[src/rtl/uart_lcd_scheduler.sv]
// uart_lcd_scheduler: pops the UART RX FIFO, decodes CR/LF/FF, writes the
// 32-char LCD RAM at the cursor and requests refreshes from the LCD driver.
//
// Ports:
//   clk_50MHz, reset         clock, async active-high reset
//   fifo_empty, fifo_data    FWFT FIFO head; fifo_rd is a 1-cycle pop
//   lcd_busy, lcd_refresh    refresh request, only issued when not busy
//   char_wr_en/addr/data     display RAM write port
//   cursor, drop_cnt         cursor position, saturating dropped-byte count
//
// Build option HEX_DUMP_EN: every byte is shown as two uppercase hex digits.
module uart_lcd_scheduler #(
    parameter int DATA_BITS   = 8,
    parameter int NUM_CHARS   = 32,
    parameter int LINE_LEN    = 16,
    parameter int REFRESH_MAX = 2500000
) (
    input  logic                 clk_50MHz,
    input  logic                 reset,
    input  logic                 fifo_empty,
    input  logic [DATA_BITS-1:0] fifo_data,
    output logic                 fifo_rd,
    input  logic                 lcd_busy,
    output logic                 lcd_refresh,
    output logic                 char_wr_en,
    output logic [4:0]           char_addr,
    output logic [DATA_BITS-1:0] char_data,
    output logic [4:0]           cursor,
    output logic [7:0]           drop_cnt
);

    localparam int TW = $clog2(REFRESH_MAX);
    localparam logic [TW-1:0] T_LAST = TW'(REFRESH_MAX - 1);
    localparam logic [DATA_BITS-1:0] CH_SPACE = DATA_BITS'(8'h20);
    localparam logic [4:0] LAST_ADDR = 5'(NUM_CHARS - 1);
    localparam logic [4:0] LINE_A    = 5'(LINE_LEN);
    localparam logic [4:0] COL_MASK  = 5'(LINE_LEN - 1);

`ifdef HEX_DUMP_EN
    function automatic logic [DATA_BITS-1:0] hex_char(input logic [3:0] n);
        hex_char = (n < 4'd10) ? DATA_BITS'(8'h30 + 8'(n))
                               : DATA_BITS'(8'h37 + 8'(n));
    endfunction
`else
    localparam logic [DATA_BITS-1:0] CH_TILDE = DATA_BITS'(8'h7E);
    localparam logic [DATA_BITS-1:0] CH_CR    = DATA_BITS'(8'h0D);
    localparam logic [DATA_BITS-1:0] CH_LF    = DATA_BITS'(8'h0A);
    localparam logic [DATA_BITS-1:0] CH_FF    = DATA_BITS'(8'h0C);
`endif

    typedef enum logic [2:0] {
        IDLE,
        POP,
        WRITE,
        CLEAR,
        REFRESH
    } state_t;

    state_t               state;
    logic [DATA_BITS-1:0] byte_q;
    logic [4:0]           clr_cnt;
    logic                 dirty;
    logic [TW-1:0]        timer;
    logic                 force_ref;
`ifdef HEX_DUMP_EN
    logic                 nib_lo;
`endif

    // A stream that never drains would otherwise starve the display.
    assign force_ref = dirty && (timer == T_LAST);

    always_ff @(posedge clk_50MHz or posedge reset) begin
        if (reset) begin
            state       <= IDLE;
            byte_q      <= '0;
            clr_cnt     <= '0;
            dirty       <= 1'b0;
            timer       <= '0;
            fifo_rd     <= 1'b0;
            lcd_refresh <= 1'b0;
            char_wr_en  <= 1'b0;
            char_addr   <= '0;
            char_data   <= '0;
            cursor      <= '0;
            drop_cnt    <= '0;
`ifdef HEX_DUMP_EN
            nib_lo      <= 1'b0;
`endif
        end else begin
            fifo_rd     <= 1'b0;
            lcd_refresh <= 1'b0;
            if (!dirty)
                timer <= '0;
            else if (timer != T_LAST)
                timer <= timer + 1'b1;

            unique case (state)
                IDLE: begin
                    if (force_ref) begin
                        state <= REFRESH;
                    end else if (!fifo_empty) begin
                        byte_q  <= fifo_data;
                        fifo_rd <= 1'b1;
                        state   <= POP;
                    end else if (dirty && !lcd_busy) begin
                        state <= REFRESH;
                    end
                end
                POP: begin
`ifdef HEX_DUMP_EN
                    char_wr_en <= 1'b1;
                    char_addr  <= cursor;
                    char_data  <= hex_char(byte_q[7:4]);
                    nib_lo     <= 1'b0;
                    state      <= WRITE;
`else
                    unique case (1'b1)
                        (byte_q >= CH_SPACE && byte_q <= CH_TILDE): begin
                            char_wr_en <= 1'b1;
                            char_addr  <= cursor;
                            char_data  <= byte_q;
                            state      <= WRITE;
                        end
                        (byte_q == CH_CR): begin
                            cursor <= cursor & ~COL_MASK;
                            dirty  <= 1'b1;
                            state  <= IDLE;
                        end
                        (byte_q == CH_LF): begin
                            cursor <= (cursor < LINE_A) ? LINE_A : 5'd0;
                            dirty  <= 1'b1;
                            state  <= IDLE;
                        end
                        (byte_q == CH_FF): begin
                            clr_cnt    <= '0;
                            char_wr_en <= 1'b1;
                            char_addr  <= '0;
                            char_data  <= CH_SPACE;
                            state      <= CLEAR;
                        end
                        default: begin
                            if (drop_cnt != 8'hFF)
                                drop_cnt <= drop_cnt + 8'd1;
                            state <= IDLE;
                        end
                    endcase
`endif
                end
                WRITE: begin
`ifdef HEX_DUMP_EN
                    if (!nib_lo) begin
                        nib_lo    <= 1'b1;
                        char_addr <= cursor + 5'd1;
                        char_data <= hex_char(byte_q[3:0]);
                    end else begin
                        char_wr_en <= 1'b0;
                        cursor     <= cursor + 5'd2;
                        dirty      <= 1'b1;
                        state      <= IDLE;
                    end
`else
                    char_wr_en <= 1'b0;
                    cursor     <= cursor + 5'd1;
                    dirty      <= 1'b1;
                    state      <= IDLE;
`endif
                end
                CLEAR: begin
                    if (clr_cnt == LAST_ADDR) begin
                        char_wr_en <= 1'b0;
                        cursor     <= '0;
                        dirty      <= 1'b1;
                        state      <= IDLE;
                    end else begin
                        clr_cnt   <= clr_cnt + 5'd1;
                        char_addr <= clr_cnt + 5'd1;
                    end
                end
                REFRESH: begin
                    if (!lcd_busy) begin
                        lcd_refresh <= 1'b1;
                        dirty       <= 1'b0;
                        timer       <= '0;
                        state       <= IDLE;
                    end
                end
                default: state <= IDLE;
            endcase
        end
    end

endmodule

[config.mk]
export PLATFORM = sky130hd
export DESIGN_NAME = uart_lcd_scheduler
export DESIGN_NICKNAME = d
export VERILOG_FILES = /design/src/rtl/uart_lcd_scheduler.sv
export SDC_FILE = /design/constraint.sdc
export NUM_CORES = 1
export LEC_CHECK = 0
export BUFFER_PORTS_ARGS = -buffer_cell sky130_fd_sc_hd__buf_2
export CAP_MARGIN = 30
export CORE_ASPECT_RATIO = 2
export CORE_MARGIN = 4
export CORE_UTILIZATION = 58
export DETAILED_ROUTE_END_ITERATION = 10
export GPL_TIMING_DRIVEN = 0
export PLACE_DENSITY = 0.8
export REMOVE_ABC_BUFFERS = 1
export SYNTH_ARGS = -nofsm -noshare
export SYNTH_HDL_FRONTEND = slang
export SYNTH_SLANG_ARGS = --single-unit
[constraint.sdc]
create_clock -name clk_50MHz -period 3.22 [get_ports clk_50MHz]
set_clock_uncertainty 0.05 [all_clocks]
set_input_delay 0.644 -clock clk_50MHz [delete_from_list [all_inputs] [get_ports clk_50MHz]]
set_output_delay 0.644 -clock clk_50MHz [all_outputs]
set_load 0.1 [all_outputs]
==> results.py <==
metrics = {
    "run_status": {
        "status": "complete, no violations",
    },
    "global_routing": {
        "grt_use_total_pct": 22.6,
        "grt_max_degree": 44,
        "antenna_found_initial": 0,
        "grt_pass1_wl_mm": 11.8,
        "grt_pass1_vias": 2671,
        "gr-total-overflow": 0,
    },
    "clocking": {
        "htreeDepth": 3,
        "cts_resized": 0,
        "cts.sinks": 68,
        "clock_path_buffers": 2,
        "root_buffer": "clkbuf_16",
        "cts.clk_slew.worst_paths_ps": 50,
        "numCtsBuffers": 9,
        "insertion_delay_ps": 330,
        "cts_setup_buffers": 0,
        "hold_buffers": 0,
        "cts_tree": "yes",
    },
    "sta": {
        "maxSlewHeadroom_pct": 41.9,
        "rsz0062_at_grt": "no",
        "max_slew.worst_pin.slew_ps": 872,
        "final.min_clock_period_ps": 3040,
        "finalSetupTns_ps": 0,
        "maxSlewViolCount": 0,
        "timing.fmax_mhz": 329,
        "final_hold_viol_count": 0,
        "setup_viol": 0,
        "period_share_pct": 94.5,
    },
    "route": {
        "met2_wirelength_mm": 3.95,
        "drtIter0Drc": 119,
        "vias": 2587,
        "wl_met1_mm": 2.64,
        "viasPerCell": 6.02,
        "wl_per_cell_um": 16.3,
        "antenna_left": 0,
        "top_layer": "met4",
        "totalWireLength_mm": 7.03,
        "drt-pass1-iter-count": 4,
        "drc": 0,
        "met3_length_um": 223,
    },
    "cells_and_area": {
        "final_common_cell": "dfrtp_1",
        "n_antenna_cell": 0,
        "fin_nets": 382,
        "seqCellArea_um2": 1700,
        "final_cell_mix": "68 x dfrtp_1, 40 x buf_2, 28 x nor2_1",
        "design_area_um2": 3890,
        "fill_cells": 432,
        "fin_util_pct": 68.7,
        "final_layout_size_suffix_gt1_share_pct": 21.4,
        "multi_input_area_um2": 1570,
        "area_delta_synth_final_pct": 15.7,
    },
    "synth": {
        "ys.flop_type": "dfrtp_1",
        "syn_area_um2": 3360,
        "synthMuxAreaShare_pct": 7.33,
        "syn_inst": 324,
        "yosys_warnings": 0,
        "yosys.cell_types.count": 53,
        "synth_simple_gate_area_share_pct": 22.9,
        "synth_area_per_cell_um2": 10.4,
        "async_flop_share_pct": 100,
        "ys_seq_elements": 68,
        "synthXorXnorAreaFrac_pct": 6.52,
        "seq_area_frac_synth_pct": 50.6,
        "synth_top_family_by_area": "simple AND/OR/NAND/NOR gates",
        "synthAdderAreaFrac_pct": 1.86,
        "synth-edff-count": 0,
        "synth-compound-area-share_pct": 7.97,
    },
    "job": {
        "cap_violations": 0,
    },
    "placed_design": {
        "dpl.hpwl_mm": 5.04,
        "dpl-instance-area_um2": 3600,
        "place.port_buffers": 40,
        "routabilityCongestion": 0.843,
    },
    "critical_path": {
        "critPathTopFamily": "simple AND/OR/NAND/NOR gates",
        "worstPathRequired_ps": 3380,
        "crit_type": "register to register",
        "crit_chain": "or4_4 > or4_4 > a21oi_2 > nand2b_1 > mux2_1",
        "r2r_end": "char_addr[1]",
        "timing.rr.start": "byte_q[4]",
        "cpMostUsedCell": "or4_4",
        "cp_slowest_stage_delay_ps": 600,
        "critPathLaunchType": "register",
        "end_kind": "register",
        "rrSetupSlack_ps": 180,
        "r2r_cells": 5,
        "slowest_stage": "or4_4",
        "crit_buf_inv": 0,
        "cp.arrival_ps": 3200,
        "critical_path.max_fanout": 12,
    },
    "floorplan": {
        "io_pins": 41,
        "rows": 39,
        "die_x_um": 61.8,
        "core-area_um2": 5660,
        "die_h_um": 116,
        "die_area_um2": 7150,
        "initial_utilization_pct": 59.4,
    },
    "pwr": {
        "power.density_nw_per_um2": 1090,
        "power.leakage_nw": 1.77,
        "max-vdd-ir-drop_mv": 1.18,
    },
    "worst_hold_path": {
        "hold_path.class": "input pin to async pin",
    },
}
[worst register-to-register path: cells and delay by family, from the launching register on]
family | cells | cell delay [ps]
AOI/OAI and AO/OA | 1 | 520
DFF | 1 | 410
muxes | 1 | 360
and+or+nand+nor | 3 | 1570
[metrics by stage]
step | hold slack [ps] | total power (W) | std cells | setup slack [ps]
after detailed placement | 420 | 0.00329 | 415 | 184
after floorplan | 430 | 0.00293 | 313 | 537
after CTS | 330 | 0.00425 | 430 | 160
after global placement | 416 | 0.00325 | 414 | 35.7
after global routing | 357 | 0.00445 | 430 | 30.7
final | 313 | 0.00423 | 430 | 178
[cells by family (layout without fill, tap and decap cells)]
kind of cell	after synthesis	count (layout)
AND/OR/NAND/NOR	143	143
flip-flops	68	68
AO/OA/AOI/OAI	41	41
XOR/XNOR	25	25
multiplexers	21	21
buffers and inverters	21	66
adder cells (fa/ha/maj)	5	5
[worst max-delay path by stage]
stage / endpoint / cells after the start / slack [ps] / from
3_5_place_dp: char_addr[1] / 5 / 180 / byte_q[4]
4_1_cts: char_addr[1] / 5 / 160 / byte_q[4]
2_1_floorplan: char_addr[1] / 5 / 540 / byte_q[4]
5_1_grt: char_addr[1] / 5 / 30 / byte_q[4]
3_3_place_gp: char_addr[3] / 2 / 40 / reset
6_report: char_addr[1] / 5 / 180 / byte_q[4]
[synthesized netlist by cell type, drive strengths merged, types with 6 or more instances]
library cell / n / share of area (%)
dfrtp: 68 / 51
nor2: 28 / 3.1
nand2: 26 / 2.9
nand3: 26 / 3.9
mux2: 20 / 7.0
o21ai: 16 / 2.4
nor3: 14 / 2.2
xor2: 14 / 3.6
xnor2: 11 / 2.9
inv: 10 / 1.1
nor2b: 8 / 1.5
a21oi: 6 / 1.0
clkbuf: 6 / 0.67
nand2b: 6 / 1.1
nand4: 6 / 1.3
[routing by layer]
metal,vias up,global-route usage (%)
li1,1239,-
met1,1289,22.9
met2,43,39.7
met3,16,6.47
met4,0,12.0
met5,-,0
[final cells by class]
class / instances / share of cell area (%)
Inverter: 10 / 0.966
Clock buffer: 13 / 6.44
Tap cell: 61 / 1.96
Sequential cell: 68 / 43.8
Multi-Input combinational cell: 235 / 40.3
Timing Repair Buffer: 41 / 5.66
Clock inverter: 2 / 0.901
[where the power goes]
part	leakage, nW	total [W]	internal [W]	switching (W)
Sequential	0.883	0.00138	0.00110	0.000282
Combinational	0.742	0.00190	0.000464	0.00143
Clock	0.140	0.000951	0.000615	0.000336
Total	1.77	0.00423	0.00218	0.00205
[flip-flops by register name, indices dropped and copies added, names as in the netlist]
register / cells
timer: 22
byte_q: 8
char_data: 8
drop_cnt: 8
char_addr: 5
clr_cnt: 5
cursor: 5
state: 3
char_wr_en: 1
dirty: 1
fifo_rd: 1
lcd_refresh: 1
(Power assumes the default switching activity.)
